File: src/rtl/data_mem_pkg.sv
// Shared sizing for the byte-lane data RAM, also used by the execute stage.
// Holds the clear-sweep state encoding used when DATA_MEM_CLEAR_EN is defined.
package data_mem_pkg;

  localparam int ADDR_W = 8;
  localparam int DATA_W = 8;
  localparam int DEPTH  = 256;

  typedef enum logic {
    IDLE,
    SWEEP
  } clear_state_t;

endpackage

File: src/rtl/data_mem_clear_fsm.sv
// Address sweeper that zeroes every RAM location after reset.
// Only instantiated by data_mem when DATA_MEM_CLEAR_EN is defined.
module data_mem_clear_fsm #(
  parameter int ADDR_W = data_mem_pkg::ADDR_W
) (
  input  logic              clk,
  input  logic              rst,
  output logic [ADDR_W-1:0] sweep_addr,
  output logic              busy,
  output logic              hold
);

  import data_mem_pkg::*;

  clear_state_t      state;
  clear_state_t      state_nxt;
  logic [ADDR_W-1:0] sweep_cnt;
  logic [ADDR_W-1:0] sweep_cnt_nxt;
  logic              start_pend;
  logic              start_pend_nxt;

  // Reset only arms the sweep; busy stays low until the first cycle out of reset.
  always_ff @(posedge clk) begin
    if (rst) begin
      state      <= IDLE;
      sweep_cnt  <= '0;
      start_pend <= 1'b1;
    end else begin
      state      <= state_nxt;
      sweep_cnt  <= sweep_cnt_nxt;
      start_pend <= start_pend_nxt;
    end
  end

  always_comb begin
    state_nxt      = state;
    sweep_cnt_nxt  = sweep_cnt;
    start_pend_nxt = start_pend;
    case (state)
      IDLE: begin
        if (start_pend) begin
          state_nxt      = SWEEP;
          start_pend_nxt = 1'b0;
          sweep_cnt_nxt  = '0;
        end
      end
      SWEEP: begin
        sweep_cnt_nxt = sweep_cnt + 1'b1;
        if (sweep_cnt == '1) begin
          state_nxt = IDLE;
        end
      end
      default: begin
        state_nxt = IDLE;
      end
    endcase
  end

  assign sweep_addr = sweep_cnt;
  assign busy       = (state == SWEEP);
  // The armed cycle is treated like the sweep so nothing stale leaks out of q.
  assign hold       = busy | start_pend;

endmodule

File: src/rtl/data_mem.sv
// One byte lane of the CPU data memory: 256 x 8, single port, registered read.
// Define DATA_MEM_CLEAR_EN to zero the whole array after every reset.
module data_mem #(
  parameter int ADDR_W = data_mem_pkg::ADDR_W,
  parameter int DATA_W = data_mem_pkg::DATA_W,
  parameter int DEPTH  = data_mem_pkg::DEPTH
) (
  input  logic              clk,
  input  logic              rst,
  input  logic [ADDR_W-1:0] address,
  input  logic [DATA_W-1:0] data,
  input  logic              wren,
  output logic [DATA_W-1:0] q,
  output logic              busy
);

  import data_mem_pkg::*;

  logic [DATA_W-1:0] mem [DEPTH];

`ifdef DATA_MEM_CLEAR_EN
  logic [ADDR_W-1:0] sweep_addr;
  logic              sweep_busy;
  logic              sweep_hold;

  data_mem_clear_fsm #(
    .ADDR_W(ADDR_W)
  ) u_clear_fsm (
    .clk       (clk),
    .rst       (rst),
    .sweep_addr(sweep_addr),
    .busy      (sweep_busy),
    .hold      (sweep_hold)
  );

  assign busy = sweep_busy;

  // The sweep owns the write port; external stores are dropped while it runs.
  always_ff @(posedge clk) begin
    if (!rst) begin
      if (sweep_busy) begin
        mem[sweep_addr] <= '0;
      end else if (!sweep_hold && !wren) begin
        mem[address] <= data;
      end
    end
  end

  always_ff @(posedge clk) begin
    if (rst || sweep_hold) begin
      q <= '0;
    end else if (!wren) begin
      q <= data;
    end else begin
      q <= mem[address];
    end
  end
`else
  assign busy = 1'b0;

  // wren is active-low: a lane stores only when its enable is pulled to 0.
  always_ff @(posedge clk) begin
    if (!rst && !wren) begin
      mem[address] <= data;
    end
  end

  // Write-through keeps a store's byte visible on q without a second access.
  always_ff @(posedge clk) begin
    if (rst) begin
      q <= '0;
    end else if (!wren) begin
      q <= data;
    end else begin
      q <= mem[address];
    end
  end
`endif

endmodule

File: config.mk
export PLATFORM = sky130hd
export DESIGN_NAME = data_mem
export DESIGN_NICKNAME = d
export VERILOG_FILES = /design/src/rtl/data_mem_pkg.sv /design/src/rtl/data_mem_clear_fsm.sv /design/src/rtl/data_mem.sv
export SDC_FILE = /design/constraint.sdc
export NUM_CORES = 2
export LEC_CHECK = 0
export CORE_ASPECT_RATIO = 2
export CORE_MARGIN = 10
export CORE_UTILIZATION = 40
export DETAILED_ROUTE_END_ITERATION = 8
export GPL_TIMING_DRIVEN = 1
export HOLD_SLACK_MARGIN = 0.08
export PLACE_DENSITY = 0.54
export SLEW_MARGIN = 10
export SYNTH_ARGS = -nofsm -noshare
export SYNTH_HDL_FRONTEND = slang
export SYNTH_SLANG_ARGS = --single-unit
export TNS_END_PERCENT = 20
File: constraint.sdc
create_clock -name clk -period 3.2 [get_ports clk]
set_input_delay 0.64 -clock clk [delete_from_list [all_inputs] [get_ports clk]]
set_output_delay 0.64 -clock clk [all_outputs]
set_load 0.1 [all_outputs]
==> summary.md <==
| Metric | Value |
|---|---|
| Rows | `232` |
| Nets | `4524` |
| Depth of the worst hold-timing path | `1` |
| Final Max Slew Viols | `0` |
| Post-Layout Cell Count | `7218` |
| Crit path launch type | `input pin` |
| Io pins | `28` |
| Commonest non-fill, non-tap cell in the layout | `edfxtp_1` |
| Number of synthesized flops with an enable pin | `slightly above 2000` |
| Mean area per synthesized cell | `21.3 sq um` |
| Hold WS | `192 ps` |
| Status | `completed` |
| Worst R2R Start | `mem[57][3]` |
| Pre-Repair DR Iteration Count | `6` |
| Synth warn | `0` |
| Maximum root-to-sink buffer count | `4` |
| Hold Crit Endpoint | `mem[78][5]` |
| Clk sinks | `slightly above 2000` |
| H-tree Lvls | `4` |
| Post-Place Cells | `around 6900` |
| Unrepaired setup endpoints after global routing | `no` |
| DRT iter0 DRCs | `4056` |
| Tcrit/Tclk final | `97.2%` |
| Clock buffer count from CTS | `179` |
| Seq. cell area | `61700 sq um` |
| Worst setup margin | `around 91 ps` |
| Routed vias | `41300` |
| Worst min-delay path category | `in -> reg` |
| Chip width | `337 um` |
| Sequential element share of the synthesized area | `76.7%` |
| Drc violations | `0` |
| Area occupied by multi-input gates | `17300 sq um` |
| R2R Setup Slk | `~220 ps` |
| CTS tree | `built` |
| DP HPWL | `165000 um` |
| Vias per cell | `approximately 5.7` |
| Final setup vio count | `0` |
| RR Endpoint | `q[3]` |
| Worst R2R Path Depth | `7` |
| Minimum clock period | `3110 ps` |
| Cell Area, Synth | `80400 sq um` |
| Routed Antenna Nets | `0` |
| Antenna violations before repair | `4` |
| Worst Min Path Start | `data[5]` |
| CTS Root Cell | `clkbuf_16` |
| Ys flop type | `edfxtp_1` |
| Number of synthesized register bits | `a little over 2000` |
| WS Path Type | `in -> reg` |
| Initial Util | `between 40 and 50%` |
| WL/cell | `32.8 um` |
| Largest net degree at the start of global routing | `129` |
| Routed WL | `roughly 240000 um` |
| Layout cells sized above 1 | `between 30% and 40%` |
| Pwr dens | `580 nW/um^2` |
| CTS clock-pin slew for the worst setup and hold paths | `approximately 70 ps` |
| Core ar. | `200000 sq um` |
| Final clock skew | `39.0 ps` |
| Leak | `31.1 nW` |
| Max_slew headroom | `29.4%` |
| Async SR Flop Fraction | `0%` |
| GR Util All Layers | `21.5%` |
| Max Clk Rate | `around 320 MHz` |
| Vias in the first global route | `43300` |
| Die footprint | `220000 sq um` |
| Worst Tran Pin Value | `1060 ps` |
| Max-Cap Viols | `0` |
| Syn nets | `3798` |
| Total gr overflow | `0` |
| Synth unique cells | `61` |
| VDD IR max | `roughly 360 uV` |
| Arr. time, crit path | `roughly 3800 ps` |
| P&R area growth vs syn | `18.4%` |
| Skew-Pair Late Insertion Delay | `830 ps` |
| Final Hold Fails | `0` |
| Pre-CTS setup slack | `-864 ps` |
| Filler cells | `16600` |
| Setup bufs post-CTS | `0` |
| Worst-path maximum fanout | `30` |
| Die Y-Extent | `654 um` |
| First-pass GRT wire length | `around 330000 um` |
| Syn Inst Count | `3779` |
| Port bufs | `26` |
| GPL Wtd Cong | `0.881` |
| Crit. End Element | `register` |
| CP required | `3900 ps` |
| Commonest cells after routing, fill and taps aside | `edfxtp_1, buf_4, mux4_2` |
-- power by group --
| part | total, mW | internal [mW] | leakage (nW) | switching [mW] |
|---|---|---|---|---|
| Combinational | 3.52 | 1.37 | 9.79 | 2.15 |
| Sequential | 29.7 | 29.6 | 18.5 | 0.0303 |
| Clock | 22.0 | 12.3 | 2.82 | 9.71 |
| Total | 55.1 | 43.2 | 31.1 | 11.9 |
-- routing by layer --
metal	routed length, um	up-vias	track usage (%)
li1	-	17200	-
met1	82400	22200	23.9
met2	130000	1388	40.1
met3	11400	463	2.57
met4	13400	4	10.4
met5	27	-	0
-- registers in the layout, indices dropped and copies added, names as in the netlist --
| register | count |
|---|---|
| mem | 2048 |
| q | 8 |
-- worst max path at each step --
stage | slack [ps] | depth (start not counted) | to | startpoint
final | 90 | 11 | q[1] | address[0]
after global routing | 40 | 13 | q[4] | address[0]
after CTS | 0.4 | 12 | q[7] | address[0]
after detailed placement | -860 | 12 | q[7] | address[0]
after global placement | -880 | 10 | q[7] | address[0]
after floorplan | 40 | 11 | mem[48][0] | address[0]
-- critical path, cell delays in order --
cell	delay, ps
buf_8	190
buf_4	210
buf_4	280
buf_12	300
mux4_2	590
o22ai_1	280
a211o_1	210
o31ai_1	130
a22oi_1	610
buf_4	220
a311oi_1	80
-- cell families after synthesis --
logic type / share of synthesized area [%]
flip-flops: 76.7
multiplexers: 16.3
AND/OR/NAND/NOR: 2.75
AO/OA/AOI/OAI: 2.40
buffers and inverters: 1.77
other: 0.00467
-- timing repair --
item / CTS / global route
setup endpoints to repair: 0 / 1
gates resized for setup: 0 / 1
hold buffers: 0 / 0
-- layout make-up --
class | count | share of cell area (%)
Antenna cell | 4 | 0.0105
Sequential cell | 2056 | 64.8
Inverter | 6 | 0.0289
Clock inverter | 96 | 1.05
Timing Repair Buffer | 779 | 7.50
Tap cell | 2574 | 3.39
Clock buffer | 220 | 5.00
Multi-Input combinational cell | 1483 | 18.2
-- metrics by stage --
stage / cell area (sq um) / TNS [ps] / util, % / power [mW]
2_1_floorplan: 80400 / 0 / - / 31.8
3_3_place_gp: 89400 / -15700 / 44.7 / 33.8
3_5_place_dp: 89400 / -16410 / 44.7 / 33.8
4_1_cts: 95100 / 0 / 47.6 / 55.6
5_1_grt: 95100 / 0 / 47.6 / 56.6
6_report: 95100 / 0 / 47.6 / 55.1
-- synth_stat cells (13+ instances only) --
| cell | count | area share (%) |
|---|---|---|
| buf_4 | 32 | 0.30 |
| nor2_1 | 260 | 1.2 |
| mux4_1 | 18 | 0.59 |
| nor2b_1 | 17 | 0.13 |
| buf_1 | 14 | 0.065 |
| a21oi_1 | 29 | 0.18 |
| mux2i_1 | 195 | 2.4 |
| mux2_2 | 15 | 0.21 |
| a22oi_1 | 61 | 0.57 |
| nor3_1 | 67 | 0.42 |
| o22ai_1 | 27 | 0.21 |
| o211ai_1 | 13 | 0.12 |
| a211oi_1 | 14 | 0.13 |
| clkbuf_1 | 77 | 0.36 |
| nand3_1 | 46 | 0.29 |
| buf_6 | 30 | 0.42 |
| edfxtp_1 | 2048 | 77 |
| a31oi_1 | 23 | 0.18 |
| o21ai_0 | 29 | 0.18 |
| nand2_1 | 96 | 0.45 |
| mux4_2 | 468 | 13 |
| buf_2 | 74 | 0.46 |
| o221ai_1 | 13 | 0.14 |
No activity file was read; power rests on OpenSTA's default activity.
